`src/rtl/can_rec_msg_fifo.sv`:
```
// Assembles CAN receive-register words into 76-bit messages and queues them in a
// first-word-fall-through FIFO drained by a valid/ready handshake.
module can_rec_msg_fifo #(
    parameter int unsigned DEPTH    = 4,
    parameter int unsigned BUS_ID_W = 5,
    parameter int unsigned CNT_W    = 8
) (
    input  logic                    clk,
    input  logic                    rst,
    input  logic                    wr_en,
    input  logic [4:0]              addr,
    input  logic [15:0]             data_rec_in,
    input  logic [BUS_ID_W-1:0]     can_rec_select,
    input  logic                    debug_mode,
    output logic                    msg_valid,
    input  logic                    msg_ready,
    output logic [75:0]             msg_data,
    output logic [$clog2(DEPTH):0]  fifo_level,
    output logic                    fifo_full,
    output logic [CNT_W-1:0]        ovf_cnt,
    output logic                    ovf_pulse,
    output logic                    frame_err
);

    localparam int unsigned PtrW = $clog2(DEPTH);
    localparam int unsigned LvlW = PtrW + 1;

    // Frame assembly state
    logic [10:0] id_q;
    logic [7:0]  b1_q, b2_q, b3_q, b4_q, b5_q, b6_q, b7_q, b8_q;
    logic        open_q;

    // Queue state
    logic [75:0]      mem_q [DEPTH];
    logic [PtrW-1:0]  rd_ptr_q, wr_ptr_q;
    logic [LvlW-1:0]  level_q, level_d;
    logic [CNT_W-1:0] ovf_cnt_q;
    logic             ovf_pulse_q, frame_err_q;

    logic        is_close, is_orphan;
    logic [7:0]  b8_new;
    logic [75:0] push_msg;
    logic        fifo_empty, full, pop, push, drop;

    always_comb begin
        is_close  = wr_en && (addr == 5'd0) && open_q;
        is_orphan = wr_en && (addr == 5'd0) && !open_q;
        b8_new    = debug_mode ? data_rec_in[7:0] : 8'(can_rec_select);
        // Closing word's own bytes bypass the assembly registers so the push happens now
        push_msg  = {1'b0, id_q, b1_q, b3_q, b2_q, b4_q, b8_new, data_rec_in[15:8], b6_q, b5_q};
    end

    always_ff @(posedge clk) begin
        if (rst) begin
            id_q   <= '0;
            b1_q   <= '0;
            b2_q   <= '0;
            b3_q   <= '0;
            b4_q   <= '0;
            b5_q   <= '0;
            b6_q   <= '0;
            b7_q   <= '0;
            b8_q   <= '0;
            open_q <= 1'b0;
        end else if (wr_en) begin
            case (addr)
                5'd5: begin
                    id_q   <= data_rec_in[15:5];
                    b1_q   <= '0;
                    b2_q   <= '0;
                    b3_q   <= '0;
                    b4_q   <= '0;
                    b5_q   <= '0;
                    b6_q   <= '0;
                    b7_q   <= '0;
                    b8_q   <= '0;
                    open_q <= 1'b1;
                end
                5'd3: begin
                    if (open_q) begin
                        b1_q <= data_rec_in[15:8];
                        b2_q <= data_rec_in[7:0];
                    end
                end
                5'd2: begin
                    if (open_q) begin
                        b3_q <= data_rec_in[15:8];
                        b4_q <= data_rec_in[7:0];
                    end
                end
                5'd1: begin
                    if (open_q) begin
                        b5_q <= data_rec_in[15:8];
                        b6_q <= data_rec_in[7:0];
                    end
                end
                5'd0: begin
                    if (open_q) begin
                        b7_q   <= data_rec_in[15:8];
                        b8_q   <= b8_new;
                        open_q <= 1'b0;
                    end
                end
                default: ;
            endcase
        end
    end

    always_comb begin
        fifo_empty = (level_q == '0);
        full       = (level_q == LvlW'(DEPTH));
        pop        = !fifo_empty && msg_ready;
        // A full queue still takes the new message if the head leaves this cycle
        push       = is_close && (!full || pop);
        drop       = is_close && !push;
        level_d    = level_q;
        case ({push, pop})
            2'b10:   level_d = level_q + LvlW'(1);
            2'b01:   level_d = level_q - LvlW'(1);
            default: level_d = level_q;
        endcase
    end

    always_ff @(posedge clk) begin
        if (rst) begin
            rd_ptr_q    <= '0;
            wr_ptr_q    <= '0;
            level_q     <= '0;
            ovf_cnt_q   <= '0;
            ovf_pulse_q <= 1'b0;
            frame_err_q <= 1'b0;
        end else begin
            level_q     <= level_d;
            ovf_pulse_q <= drop;
            frame_err_q <= is_orphan;
            if (push) begin
                wr_ptr_q <= wr_ptr_q + PtrW'(1);
            end
            if (pop) begin
                rd_ptr_q <= rd_ptr_q + PtrW'(1);
            end
            if (drop && (ovf_cnt_q != '1)) begin
                ovf_cnt_q <= ovf_cnt_q + CNT_W'(1);
            end
        end
    end

    always_ff @(posedge clk) begin
        if (push) begin
            mem_q[wr_ptr_q] <= push_msg;
        end
    end

    always_comb begin
        msg_valid  = !fifo_empty;
        msg_data   = fifo_empty ? 76'h0 : mem_q[rd_ptr_q];
        fifo_level = level_q;
        fifo_full  = full;
        ovf_cnt    = ovf_cnt_q;
        ovf_pulse  = ovf_pulse_q;
        frame_err  = frame_err_q;
    end

endmodule

```
`config.mk`:
```
export PLATFORM = sky130hd
export DESIGN_NAME = can_rec_msg_fifo
export DESIGN_NICKNAME = d
export VERILOG_FILES = /design/src/rtl/can_rec_msg_fifo.sv
export SDC_FILE = /design/constraint.sdc
export NUM_CORES = 1
export LEC_CHECK = 0
export ABC_CLOCK_PERIOD_IN_PS = 4100
export CORE_MARGIN = 4
export CORE_UTILIZATION = 52
export DETAILED_ROUTE_END_ITERATION = 8
export PLACE_DENSITY = 0.81
export SYNTH_ARGS = -nofsm -noshare
export SYNTH_HDL_FRONTEND = slang
export SYNTH_SLANG_ARGS = --single-unit
```
`constraint.sdc`:
```
create_clock -name clk -period 4.1 [get_ports clk]
set_input_delay 0.82 -clock clk [delete_from_list [all_inputs] [get_ports clk]]
set_output_delay 0.82 -clock clk [all_outputs]
set_load 0.02 [all_outputs]
```
==> impl_metrics.tcl <==
set metrics [dict create \
    reg.largest.list "mem_q x300, id_q x11" \
    grt_pass1_vias 8842 \
    die_w_microns 177.5 \
    worstMarginPinSlew_ns 1.160 \
    wl_per_cell_microns 22.52 \
    grt_use_met2_pct 33.53 \
    avgSynthCellArea_sq_um 16.79 \
    tns_ns 0 \
    synth.distinct_cells 52 \
    use_met3_pct 4.261 \
    start_kind "register" \
    cp_data_required_time_ns 3.28 \
    busiest_layer "met2" \
    fin_nets 1042 \
    fillers 1986 \
    ant_nets 0 \
    layout_common_cells "edfxtp_1, clkdlybuf4s50_1, and2_1, dfxtp_1, mux4_2" \
    ctsHtreeMaxLevel 2 \
    hpwlAfterDp_microns 19100 \
    num_vias 8469 \
    die_h_microns 177.5 \
    p_per_area_nw_per_um2 417.4 \
    grt_pass1_wl_microns 49730 \
    finalWirelength_microns 31780 \
    die-area_sq_um 31510 \
    ys_seq_elements 379 \
    cts_hold_buf 0 \
    cts_inserted_buffers 37 \
    post-route-drc-count 0 \
    place_area_sq_um 16640 \
    clk_pin_slew_ns 0.06 \
    area_growth_pct 19.12 \
    diodes 0 \
    fin_area_sq_um 17800 \
    path_class "reg -> out" \
    synth_cells 890 \
    synth_edf_count 300 \
    clock_path_buffers 3 \
    numPortBuffers 120 \
    io-pin-count 122 \
    rsz0062_at_grt "false" \
    fmax_ghz 0.2610 \
    ys_seq_area_share_pct 70.88 \
    holdWs_ns 0.4980 \
    antenna_found_initial 3 \
    use_met1_pct 27.52 \
    vdd_drop_max_mv 0.2635 \
    slew_violations 0 \
    grt-ovfl-total 0 \
    grt_usage_pct 20.52 \
    largest_reg_flops 300 \
    grt_start_max_net_pins 76 \
    start_util_pct 53.19 \
    async_flop_share_pct 0 \
    yosysWarnings 0 \
    finalPower_mw 7.429 \
    cts_tree "built" \
    p_leak_nw 5.473 \
    root_buffer "clkbuf_16" \
    gp_congestion 0.7866 \
    post-cts-setup-buffers 0 \
    core-area_sq_um 28090 \
    hold_path_class "reg -> reg" \
    clock-skew-final_ns 0.01532 \
    setup_viol 0 \
    seq_area_sq_um 10600 \
    drive_gt1_share_pct 16.55 \
    vias_per_cell 6.002 \
    synth_area_sq_um 14940 \
    endpoint_kind "output pin" \
    post_cts_resized 0 \
    critPathArrivalTime_ns 3.01 \
    rows 61 \
    crit_fanout 41 \
    synth_ff_type "edfxtp_1" \
    fin_crit_sh_pct 93.46 \
    cts.sinks 379 \
    layout_min_cycle_time_ns 3.832 \
    status "complete, no violations" \
    max_cap_violations 0 \
    regMostFlops "mem_q" \
    timing.slew.headroom_pct 22.22 \
    drtIter0Drc 780 \
    worst_slack_ns 0.2680 \
    pre_cts_slack_ns 0.6617 \
    clk_latency_ns 0.52 \
    hold_viol_final 0 \
    multi_input_area_sq_um 4053 \
    final_common_cell "edfxtp_1" \
    first_pass_iters 5 \
    syn-num-nets 927 \
]
[cell type report]
type	count	share of cell area, %
Sequential cell	379	59.55
Multi-Input combinational cell	435	22.77
Timing Repair Buffer	141	8.310
Clock buffer	56	6.011
Tap cell	378	2.657
Clock inverter	11	0.4710
Inverter	11	0.2320
[per-layer routing]
layer,routed length (microns),up-vias
met3,2603,72
met1,12560,4257
met4,957,4
met5,27,-
met2,15630,396
li1,-,3740
[Yosys cell counts, types with 8 or more instances]
library cell  instances  share of area (%)
edfxtp_1            300                 60
and2_1               83                3.5
dfxtp_1              79                 11
mux4_2               75                 11
nand2_1              62                1.6
clkbuf_1             48                1.2
a21oi_1              47                1.6
o2111ai_1            32                1.9
o211ai_1             32                1.6
nor2_1               17               0.43
buf_2                16               0.54
or3b_1               13               0.76
inv_1                10               0.25
nand3_1               8               0.27
[cell families (layout without fill, tap and decap cells)]
logic type	after synthesis	after routing	share of synthesized area (%)
buffers and inverters	76	219	2.069
AO/OA/AOI/OAI	126	126	5.879
other	1	1	0.02510
XOR/XNOR	3	3	0.1759
AND/OR/NAND/NOR	213	213	8.299
multiplexers	86	86	12.12
flip-flops	379	379	70.88
adder cells (fa/ha/maj)	6	6	0.5527
[stage by stage]
stage                     util, %  std cells
after floorplan                 -        890
after global placement      59.26       1344
after detailed placement    59.26       1344
after CTS                   63.36       1411
after global routing        63.36       1411
final                       63.36       1411
[report_power, final]
group | leakage (nW) | switching, mW | internal [mW]
combinational | 1.66 | 0.0758 | 0.0431
sequential | 3.25 | 0.00227 | 4.10
clock | 0.564 | 1.33 | 1.87
[worst paths after layout]
| path | from | to | slack (ns) | cells past startpoint |
|---|---|---|---|---|
| worst max-delay path | fifo_level[0] | msg_data[5] | 0.27 | 4 |
| worst min-delay path | b6_q[5] | b6_q[5] | 0.50 | 2 |
| worst max register to register | fifo_level[0] | fifo_level[2] | 1.05 | 7 |
| worst min register to register | b6_q[5] | b6_q[5] | 0.50 | 2 |
[worst max-delay path, cell delays in order (launching register included)]
cell,delay [ns]
dfxtp_1,0.53
or3_2,0.66
buf_4,0.47
and2_1,0.21
clkdlybuf4s50_1,0.62
(Power assumes the default switching activity.)
